## src/rtl/lpc_tpm_cycle_engine.sv

```systemverilog
// rtl/lpc_tpm_cycle_engine.sv - LPC master for single-byte TPM I/O cycles
// Optional abort sequence on SYNC timeout: define LPC_ABORT_EN.
module lpc_tpm_cycle_engine #(
  parameter int          SYNC_TIMEOUT = 1024,
  parameter logic [3:0]  START_NIBBLE = 4'b0101
) (
  input  logic        clk,
  input  logic        reset,
  input  logic        start,
  input  logic        is_write,
  input  logic [15:0] addr,
  input  logic [7:0]  wdata,
  output logic        ready,
  output logic        done,
  output logic        error,
  output logic [7:0]  rdata,
  output logic [3:0]  lad_out,
  output logic        lad_oe,
  input  logic [3:0]  lad_in,
  output logic        lframe_n
);

  localparam int CLOG = $clog2(SYNC_TIMEOUT + 1);
  localparam int CW   = (CLOG < 2) ? 2 : CLOG;

  typedef enum logic [4:0] {
    IDLE, START, CYCTYPE, ADDR0, ADDR1, ADDR2, ADDR3, WDATA0, WDATA1,
    TAR1, TAR2, SYNC, RDATA0, RDATA1, TARP1, TARP2, ABORT, ABORTEND, FINISH
  } state_t;

  state_t        state, nextState;
  logic          isWr;
  logic [15:0]   addrQ;
  logic [7:0]    wdataQ;
  logic          errFlag;
  logic [CW-1:0] cnt;
  logic          syncGo;
  logic          syncTimeout;

  // 0000 and 1010 both let the peripheral finish its data phase
  assign syncGo      = (lad_in == 4'b0000) || (lad_in == 4'b1010);
  assign syncTimeout = (state == SYNC) && !syncGo && (cnt == CW'(SYNC_TIMEOUT - 1));

  always_ff @(posedge clk) begin
    if (reset) state <= IDLE;
    else       state <= nextState;
  end

  always_comb begin
    nextState = state;
    case (state)
      IDLE:     if (start) nextState = START;
      START:    nextState = CYCTYPE;
      CYCTYPE:  nextState = ADDR0;
      ADDR0:    nextState = ADDR1;
      ADDR1:    nextState = ADDR2;
      ADDR2:    nextState = ADDR3;
      ADDR3:    nextState = isWr ? WDATA0 : TAR1;
      WDATA0:   nextState = WDATA1;
      WDATA1:   nextState = TAR1;
      TAR1:     nextState = TAR2;
      TAR2:     nextState = SYNC;
      SYNC: begin
        if (syncGo)
          nextState = isWr ? TARP1 : RDATA0;
        else if (syncTimeout)
`ifdef LPC_ABORT_EN
          nextState = ABORT;
`else
          nextState = FINISH;
`endif
      end
      RDATA0:   nextState = RDATA1;
      RDATA1:   nextState = TARP1;
      TARP1:    nextState = TARP2;
      TARP2:    nextState = FINISH;
      ABORT:    if (cnt == CW'(3)) nextState = ABORTEND;
      ABORTEND: nextState = FINISH;
      FINISH:   nextState = IDLE;
      default:  nextState = IDLE;
    endcase
  end

  always_comb begin
    ready    = 1'b0;
    done     = 1'b0;
    error    = 1'b0;
    lad_out  = 4'hF;
    lad_oe   = 1'b0;
    lframe_n = 1'b1;
    case (state)
      IDLE:    ready = 1'b1;
      START:   begin lframe_n = 1'b0; lad_oe = 1'b1; lad_out = START_NIBBLE; end
      CYCTYPE: begin lad_oe = 1'b1; lad_out = isWr ? 4'b0010 : 4'b0000; end
      ADDR0:   begin lad_oe = 1'b1; lad_out = addrQ[15:12]; end
      ADDR1:   begin lad_oe = 1'b1; lad_out = addrQ[11:8]; end
      ADDR2:   begin lad_oe = 1'b1; lad_out = addrQ[7:4]; end
      ADDR3:   begin lad_oe = 1'b1; lad_out = addrQ[3:0]; end
      WDATA0:  begin lad_oe = 1'b1; lad_out = wdataQ[3:0]; end
      WDATA1:  begin lad_oe = 1'b1; lad_out = wdataQ[7:4]; end
      TAR1:    lad_oe = 1'b1;
      ABORT:   begin lframe_n = 1'b0; lad_oe = 1'b1; end
      FINISH:  begin done = 1'b1; error = errFlag; end
      default: ;
    endcase
  end

  always_ff @(posedge clk) begin
    if (reset) begin
      isWr    <= 1'b0;
      addrQ   <= '0;
      wdataQ  <= '0;
      errFlag <= 1'b0;
      cnt     <= '0;
      rdata   <= '0;
    end else begin
      // cnt measures cycles spent in the current state
      cnt <= (state != nextState) ? '0 : cnt + 1'b1;
      if (state == IDLE && start) begin
        isWr    <= is_write;
        addrQ   <= addr;
        wdataQ  <= wdata;
        errFlag <= 1'b0;
      end
      if (state == SYNC && (lad_in == 4'b1010 || syncTimeout))
        errFlag <= 1'b1;
      if (state == RDATA0 && !errFlag) rdata[3:0] <= lad_in;
      if (state == RDATA1 && !errFlag) rdata[7:4] <= lad_in;
    end
  end

endmodule

```

## config.mk

```make
export PLATFORM = sky130hd
export DESIGN_NAME = lpc_tpm_cycle_engine
export DESIGN_NICKNAME = d
export VERILOG_FILES = /design/src/rtl/lpc_tpm_cycle_engine.sv
export SDC_FILE = /design/constraint.sdc
export NUM_CORES = 1
export LEC_CHECK = 0
export ABC_AREA = 0
export BUFFER_PORTS_ARGS = -buffer_cell sky130_fd_sc_hd__buf_2
export CORE_MARGIN = 4
export CORE_UTILIZATION = 57
export CTS_BUF_LIST = sky130_fd_sc_hd__clkbuf_8
export DETAILED_ROUTE_END_ITERATION = 10
export GPL_TIMING_DRIVEN = 0
export HOLD_SLACK_MARGIN = 0.03
export PLACE_DENSITY = 0.81
export REMOVE_ABC_BUFFERS = 1
export SLEW_MARGIN = 20
export SYNTH_ARGS = -nofsm -noshare
export SYNTH_HDL_FRONTEND = slang
export SYNTH_SLANG_ARGS = --single-unit
```

## constraint.sdc

```tcl
create_clock -name clk -period 2.1 [get_ports clk]
set_input_delay 0.315 -clock clk [delete_from_list [all_inputs] [get_ports clk]]
set_output_delay 0.315 -clock clk [all_outputs]
set_load 0.05 [all_outputs]
```

==> results of run 1 <==
[worst max path at each step]
stage | startpoint | to | slack, ps | depth (start not counted)
after floorplan | state[0] | lad_oe | -450 | 2
after global placement | state[0] | cnt[6] | -900 | 5
after detailed placement | state[0] | cnt[9] | -910 | 5
after CTS | state[4] | lad_out[3] | 8 | 5
after global routing | state[0] | lad_out[3] | -80 | 6
final | state[0] | cnt[6] | 1 | 7
[through the flow]
| step | setup TNS, ps | utilization [%] | hold slack (ps) | worst slack (ps) |
|---|---|---|---|---|
| floorplan | -12670 | - | 384 | -448 |
| global placement | -18110 | 63.0 | 442 | -898 |
| detailed placement | -18850 | 63.0 | 446 | -911 |
| CTS | 0 | 67.8 | 231 | 7.54 |
| global route | -321 | 71.3 | 230 | -82.6 |
| finish | 0 | 71.3 | 231 | 1.22 |
[worst max-delay path: cells and delay by family, from the launching register on]
kind / cells / cell delay (ps)
buffers and inverters: 2 / 380
flip-flops: 1 / 470
AND/OR/NAND/NOR: 1 / 220
AO/OA/AOI/OAI: 4 / 930
[routing by layer]
layer	global-route usage, %	vias up
met3	4.96	24
met1	27.5	1173
met4	6.16	0
met2	35.1	126
met5	0	-
li1	-	1262
[synthesized netlist by cell type, drive strengths merged, types with 5 or more instances]
cell and n:
inv 8, mux2i 7, nor2 19, o21ai 8
nand2b 5, a21oi 39, clkbuf 10, nand2 70
nand4 6, buf 16, nor4 5, nor3 14
xor2 5, dfxtp 50, nand3 8
[kinds of logic (layout without fill, tap and decap cells)]
family,count (synthesis),in the layout,synth area share (%)
fa+ha+maj,1,1,0.471
flops,50,50,37.7
mux,8,8,3.06
buf+inv,34,82,7.12
simple gates,155,155,30.9
xor+xnor,8,8,2.64
compound gates,75,75,18.1
[where the power goes]
part	leakage (nW)	switching (mW)	internal, mW	total [mW]
clock	0.0607	0.311	0.347	0.658
sequential	0.411	0.0421	0.992	1.03
combinational	0.758	0.331	0.190	0.521
[placed cells by master, fill, tap and decap left out, types with 7 or more instances in the layout]
cell / Yosys / routed
a21oi_1: 39 / 39
nor3_2: 11 / 11
nand2_1: 70 / 69
inv_1: 8 / 9
mux2i_1: 7 / 7
buf_4: 4 / 18
nand3_1: 8 / 8
buf_2: 7 / 44
nor2_1: 19 / 19
dfxtp_1: 50 / 45
[repair_timing]
action / 4_1_cts / 5_1_grt
setup buffers: 3 / 15
gates resized for setup: 24 / 11
pin swaps: 0 / 5
endpoints found under the hold margin: 0 / 0
endpoints found under the setup margin: 58 / 44
hold buffers: 0 / 0
[state kept, by name, summed over array words and instances (netlist names)]
register and cells:
addrQ 16, cnt 11, rdata 8, wdataQ 8
state 5, errFlag 1, isWr 1
[cell type report]
cell class                 count  area share [%]
tap                           52            2.05
multi-input combinational    247            48.5
clock inverter                 3            1.18
inverter                       8            1.07
sequential                    50            32.2
clock buffer                   5            2.17
timing repair buffer          66            12.8
==> results.md, run 1 <==
- ANT cells: 0
- Hold path depth: 3
- Clock tree buffer depth: 2
- CP peak stage delay: 540 ps
- Core area: 4440 um^2
- Residual DRC: 0
- RSZ-0062 raised after global routing: yes
- Startpoint type of the worst setup path: flip-flop
- Final-layout fill cell count: 359
- Clk root buf: clkbuf_8
- Vias per cell: 6.00
- Cells after DPL: 405
- Standard-cell rows: 24
- Share of the synthesized area in the top cell type: 37.7%
- Number of synthesized register bits: 50
- Largest area contributor in the netlist: dfxtp_1
- Avg WL per Cell: 15.6 um
- Worst hold path endpoint: addrQ[7]
- WL met1: 2.73 mm
- Drt first pass iters: 5
- Mapped Cells: 331
- Status: complete, no violations
- VDD IR max: 0.615 mV
- Total CTS buffers: 5
- R2R cell count: 7
- Register area share after synthesis: 37.7%
- Die area: 5810 um^2
- Post-route minimum period: 2100 ps
- Clock Skew: 12.7 ps
- Tightest Pin Transition: 727 ps
- I/O Buffers: 48
- Synth cell types: 58
- Final nets: 411
- Required time of the critical path: 2330 ps
- CP max stage cell: o311ai_1
- RePlAce Congestion: 0.852
- Final Total Pwr: 2.21 mW
- Initial DRC Count: 196
- Arr. time, crit path: 2330 ps
- Leak: 1.23 nW
- Yosys warnings: 0
- Crit-path cells: buf_6 -> and4b_1 -> a2111oi_0 -> o311ai_1 -> o21ai_4 -> buf_12 -> a211oi_1
- DR vias: 2585
- Crit-path max FO: 16
- GRT Residual Overflow: 0
- Final Cell Area: 3170 um^2
- Leading post-synthesis cells by cell area: dfxtp_1, nand2_1, a21oi_1
- Final period util: 99.9%
- Worst R2R End: cnt[6]
- Multi-input logic area: 1540 um^2
- Clk_lat worst skew: 310 ps
- F_max: 476 MHz
- Final max-slew violation count: 0
- Launch point of the worst reg-to-reg path: state[0]
- Vias in the first global route: 2286
- # setup viols final: 0
- Share of cells above drive strength 1: 29.0%
- CP endpoint kind: flip-flop
- First-pass GRT wire length: 10.3 mm
- Largest net degree at the start of global routing: 41
- P&R area growth vs syn: 19.4%
- CTS tree: built
- Num ports: 49
- Top FF cell, synth: dfxtp_1
- Die height: 76.2 um
- Post-synth ARST share: 0%
- H-tree lvl count: 2
- Dpl cell area: 2800 um^2
- Avg Cell Area, Syn: 8.02 um^2
- Initial antenna violation count: 0
- Worst Hold Class: in2reg
- Max-cap violations: 0
- Hold path start: addr[7]
- Synth Cell Area: 2650 um^2
- Number of synthesized flops with an enable pin: 0
- Clk slew on worst S/H paths: 90 ps
- Final Hold Vio Count: 0
- Power per cell area: 699 nW/um^2
- Chip width: 76.2 um
- Post-Layout Cell Count: 431
- Uppermost layer routed: met4
- Final WL: 6.73 mm
- Seq. cell area: 1020 um^2
- Relative slew slack: 51.5%
- Reg2Reg Setup Slack: 1 ps
- Final HPWL DP: 3.87 mm
- Initial core utilization: 59.7%
- Setup Crit Path Kind: reg2reg
- Total Routing Usage GR: 21.2%
- DR WL met2: 3.25 mm
- Sink Count: 50
- Metal3 WL: 593 um
- Routed Antenna Nets: 0
Power figures use the tool's default switching activity.
==> run 2, diff against run 1 <==
--- a/constraint.sdc
+++ b/constraint.sdc
@@ -3,2 +3,2 @@
 set_output_delay 0.315 -clock clk [all_outputs]
-set_load 0.05 [all_outputs]
+set_load 0.02 [all_outputs]
==> results.md, run 2 (synthesis results as in run 1) <==
- Standard-cell rows: 24
- Num ports: 49
- Switching portion of total power: 28.7%
- Clk root buf: clkbuf_8
- Reg2Reg Setup Slack: -10 ps
- Comb pwr share: 19.9%
- Worst setup margin: -10.4 ps
- Crit-path max FO: 27
- # setup viols final: 6
- Clock tree buffer depth: 2
- Largest net degree at the start of global routing: 41
- Final period util: 100%
- Setup Crit Path Kind: reg2reg
- Initial antenna violation count: 0
- GRT Residual Overflow: 0
- Core area: 4440 um^2
- Sink Count: 50
- Switching Power: 605 uW
- Residual DRC: 0
- Final HPWL DP: 3.87 mm
- Power per cell area: 682 nW/um^2
- VDD IR max: 0.618 mV
- Worst Hold Class: in2reg
- Biggest regs: addrQ x16, cnt x11
- Dpl cell area: 2800 um^2
- Clk network pwr share: 31.0%
- Largest Register: addrQ
- First-pass GRT wire length: 10.3 mm
- Max-cap violations: 0
- Relative slew slack: 52.0%
- Clk slew on worst S/H paths: 90 ps
- Die area: 5810 um^2
- Initial core utilization: 59.7%
- Launch point of the worst reg-to-reg path: state[3]
- Final nets: 404
- Chip width: 76.2 um
- Total CTS buffers: 5
- Post-layout util: 69.5%
- Final-layout fill cell count: 371
- Avg WL per Cell: 14.6 um
- Routed Antenna Nets: 0
- ANT cells: 0
- Status: finished with violations
- H-tree lvl count: 2
- Failing checks: negative setup slack
- Final Hold Vio Count: 0
- Post-route minimum period: 2110 ps
- RePlAce Congestion: 0.852
- Most frequent cells in the layout: nand2_1, buf_2, dfxtp_1
- CP endpoint kind: flip-flop
- Die height: 76.2 um
- Final WL: 6.19 mm
- Drt first pass iters: 4
- Clk_lat worst skew: 300 ps
- Arr. time, crit path: 2290 ps
- Worst Setup SP: state[3]
- Final max-slew violation count: 0
- Required time of the critical path: 2280 ps
- Final Cell Area: 3090 um^2
- Int Power: 1.50 mW
- Cts hold-fix bufs: 0
- DR vias: 2483
- I/O Buffers: 48
- Tightest Pin Transition: 720 ps
- Hold path start: addr[7]
- Total Routing Usage GR: 21.1%
- Vias per cell: 5.86
- Initial DRC Count: 200
- CTS tree: built
- Part of the power in registers: 49.1%
- Startpoint type of the worst setup path: flip-flop
- F_max: 474 MHz
- Clock Skew: 10.9 ps
- P&R area growth vs syn: 16.3%
- Share of cells above drive strength 1: 27.4%
- Commonest non-fill, non-tap cell in the layout: nand2_1
- Max reg flops: 16
- Leak: 1.18 nW
- Vias in the first global route: 2286
run 2: final cells by class:
class / count / area (um^2) / share of cell area (%)
Clock inverter: 3 / 37.5 / 1.22
Multi-Input combinational cell: 247 / 1530 / 49.7
Clock buffer: 5 / 68.8 / 2.23
Sequential cell: 50 / 1020 / 33.0
Tap cell: 52 / 65.1 / 2.11
Inverter: 8 / 33.8 / 1.09
Timing Repair Buffer: 59 / 329 / 10.7
run 2: path summary, 6_finish.rpt:
| path | to | cells after the start |
|---|---|---|
| setup / recovery | cnt[6] | 5 |
| hold / removal | addrQ[7] | 3 |
| setup reg to reg | cnt[6] | 5 |
| hold reg to reg | rdata[7] | 2 |
run 2: power groups by stage:
stage	clock network [mW]	logic, mW	registers (mW)
finish	0.651	0.419	1.03
global route	0.713	0.459	1.04
CTS	0.672	0.391	1.04
detailed placement	0	0.346	1.08
global placement	0	0.341	1.07
floorplan	0	0.237	1.06
run 2: per-layer routing:
layer  share of wire, %  vias up  wire, um  GRT usage [%]
met2                 46      115      2870           35.3
li1                   -     1243         -              -
met3                9.3       17       574           4.85
met4                2.0        0       121           5.80
met1                 42     1108      2620           27.2
met5                  0        -         0              0
run 2: worst max-delay path: stages, from the launching register on:
cell and delay [ps]:
dfxtp_4 560, nor2_1 110, a2111oi_0 550, o311ai_1 240
o21ai_4 430, a211oi_1 90
run 2: timing repair:
action,CTS,global route
pin swaps,0,3
gates resized for setup,21,6
endpoints found under the hold margin,0,0
setup buffers,3,8
endpoints found under the setup margin,58,41
run 2: metrics by stage:
step | std cells | worst slack, ps | setup TNS [ps] | hold WS, ps | power (mW)
global placement | 405 | -898 | -17640 | 442 | 1.41
detailed placement | 405 | -911 | -18370 | 446 | 1.42
global route | 424 | -37.7 | -333 | 230 | 2.21
floorplan | 305 | -377 | -4100 | 384 | 1.30
finish | 424 | -10.4 | -40.5 | 239 | 2.10
CTS | 416 | 47.1 | 0 | 231 | 2.10
==> run 3, diff against run 2 <==
- CELL_PAD_IN_SITES_DETAIL_PLACEMENT: not set -> 2
- CELL_PAD_IN_SITES_GLOBAL_PLACEMENT: not set -> 2
- CORE_UTILIZATION: 57 -> 33
- PLACE_DENSITY: 0.81 -> not set
- PLACE_DENSITY_LB_ADDON: not set -> 0.1
==> results.md, run 3 (synthesis results as in run 1) <==
- Status: finished with violations
- Failing checks: negative setup slack
- Worst setup margin: -45.8 ps
- Standard-cell rows: 32
- Cts hold-fix bufs: 0
- Final max-slew violation count: 0
- Clock tree buffer depth: 2
- Arr. time, crit path: 2340 ps
- Chip width: 97.7 um
- Routed Antenna Nets: 0
- Core area: 7770 um^2
- Sink Count: 50
- Final-layout fill cell count: 910
- RePlAce Congestion: 0.745
- Post-route minimum period: 2150 ps
- CTS tree: built
- Final Total Pwr: 2.14 mW
- Final HPWL DP: 5.40 mm
- Clk slew on worst S/H paths: 100 ps
- Biggest regs: addrQ x16, cnt x11
- Crit-path max FO: 11
- RSZ-0062 raised after global routing: yes
- Max-cap violations: 0
- Commonest non-fill, non-tap cell in the layout: nand2_1
- CP endpoint kind: flip-flop
- Final period util: 102%
- F_max: 466 MHz
- Tightest Pin Transition: 794 ps
- Post-route setup TNS: -417 ps
- Leak: 1.24 nW
- Post-layout util: 42.3%
- Share of cells above drive strength 1: 30.7%
- Largest net degree at the start of global routing: 41
- Drt first pass iters: 4
- Clk root buf: clkbuf_8
- Vias in the first global route: 2787
- Residual DRC: 0
- Initial antenna violation count: 0
- Power per cell area: 652 nW/um^2
- Startpoint type of the worst setup path: flip-flop
- Total CTS buffers: 5
- Die height: 97.7 um
- Max reg flops: 16
- Clock Skew: 9.04 ps
- Clk_lat worst skew: 320 ps
- Final Hold Vio Count: 0
- Largest Register: addrQ
- Most frequent cells in the layout: nand2_1, dfxtp_1, buf_2
- GRT Residual Overflow: 0
- Vias per cell: 5.40
- Initial core utilization: 34.2%
- DR vias: 2606
- Final nets: 413
- Final WL: 8.86 mm
- H-tree lvl count: 2
- Num ports: 49
- Setup Crit Path Kind: reg2reg
- P&R area growth vs syn: 23.7%
- Avg WL per Cell: 18.3 um
- Worst Hold Class: in2reg
- # setup viols final: 12
- Required time of the critical path: 2290 ps
- ANT cells: 0
- Relative slew slack: 47.1%
- First-pass GRT wire length: 13.9 mm
- I/O Buffers: 48
- Die area: 9540 um^2
- VDD IR max: 0.238 mV
- Initial DRC Count: 102
- Total Routing Usage GR: 17.8%
-- run 3: cell types whose count changed in the layout (fill, tap and decap cells not counted), moves of 2 or more --
cell and delta:
buf_4 +7, buf_6 +3, buf_12 +2, buf_2 -2, inv_1 -2
-- run 3: repair_timing --
action                     4_1_cts  5_1_grt
setup buffers                   16        4
gates resized for setup         25       13
setup endpoints to repair       59       17
pin swaps                        1        1
-- run 3: layout make-up --
cell class	count	area, um^2	share of cell area (%)
clock buffers	6	82.6	2.52
clock inverters	2	12.5	0.381
inverters	8	33.8	1.03
multi-input cells	247	1570	47.8
flip-flops and latches	50	1020	31.1
well taps	102	128	3.89
repair buffers	68	438	13.3
-- run 3: worst max-delay path: stages (launching register included) --
cell and delay, ps:
dfxtp_4 410, buf_6 150, buf_4 120, nor3_1 40, a2111oi_0 610, o311ai_1 250
o21ai_4 220, buf_12 160, a211oi_1 50
-- run 3: metrics by stage --
stage | instances | area, um^2 | setup slack [ps] | hold WS [ps]
floorplan | 305 | 2490 | -377 | 384
global placement | 455 | 2860 | -1110 | 439
detailed placement | 455 | 2870 | -749 | 452
CTS | 479 | 3190 | -4.63 | 225
global route | 483 | 3280 | -71.6 | 231
finish | 483 | 3280 | -45.8 | 227
-- run 3: where the power goes --
| part | total (mW) | switching, mW | internal (mW) | leakage, nW |
|---|---|---|---|---|
| Combinational | 0.502 | 0.302 | 0.200 | 0.778 |
| Sequential | 1.03 | 0.0409 | 0.992 | 0.411 |
| Clock | 0.606 | 0.340 | 0.266 | 0.0472 |
-- run 3: worst paths after layout --
kind | startpoint | endpoint | slack, ps | cells after the start
max | state[0] | cnt[6] | -50 | 8
min | addr[12] | addrQ[12] | 230 | 3
max reg2reg | state[0] | cnt[6] | -50 | 8
min reg2reg | rdata[6] | rdata[6] | 460 | 2
-- run 3: per-layer routing --
layer	wire (um)	global-route usage (%)	share of wire (%)
met1	3980	21.5	45
met2	4510	32.1	51
met3	253	2.87	2.9
met4	121	5.32	1.4
met5	0	0	0
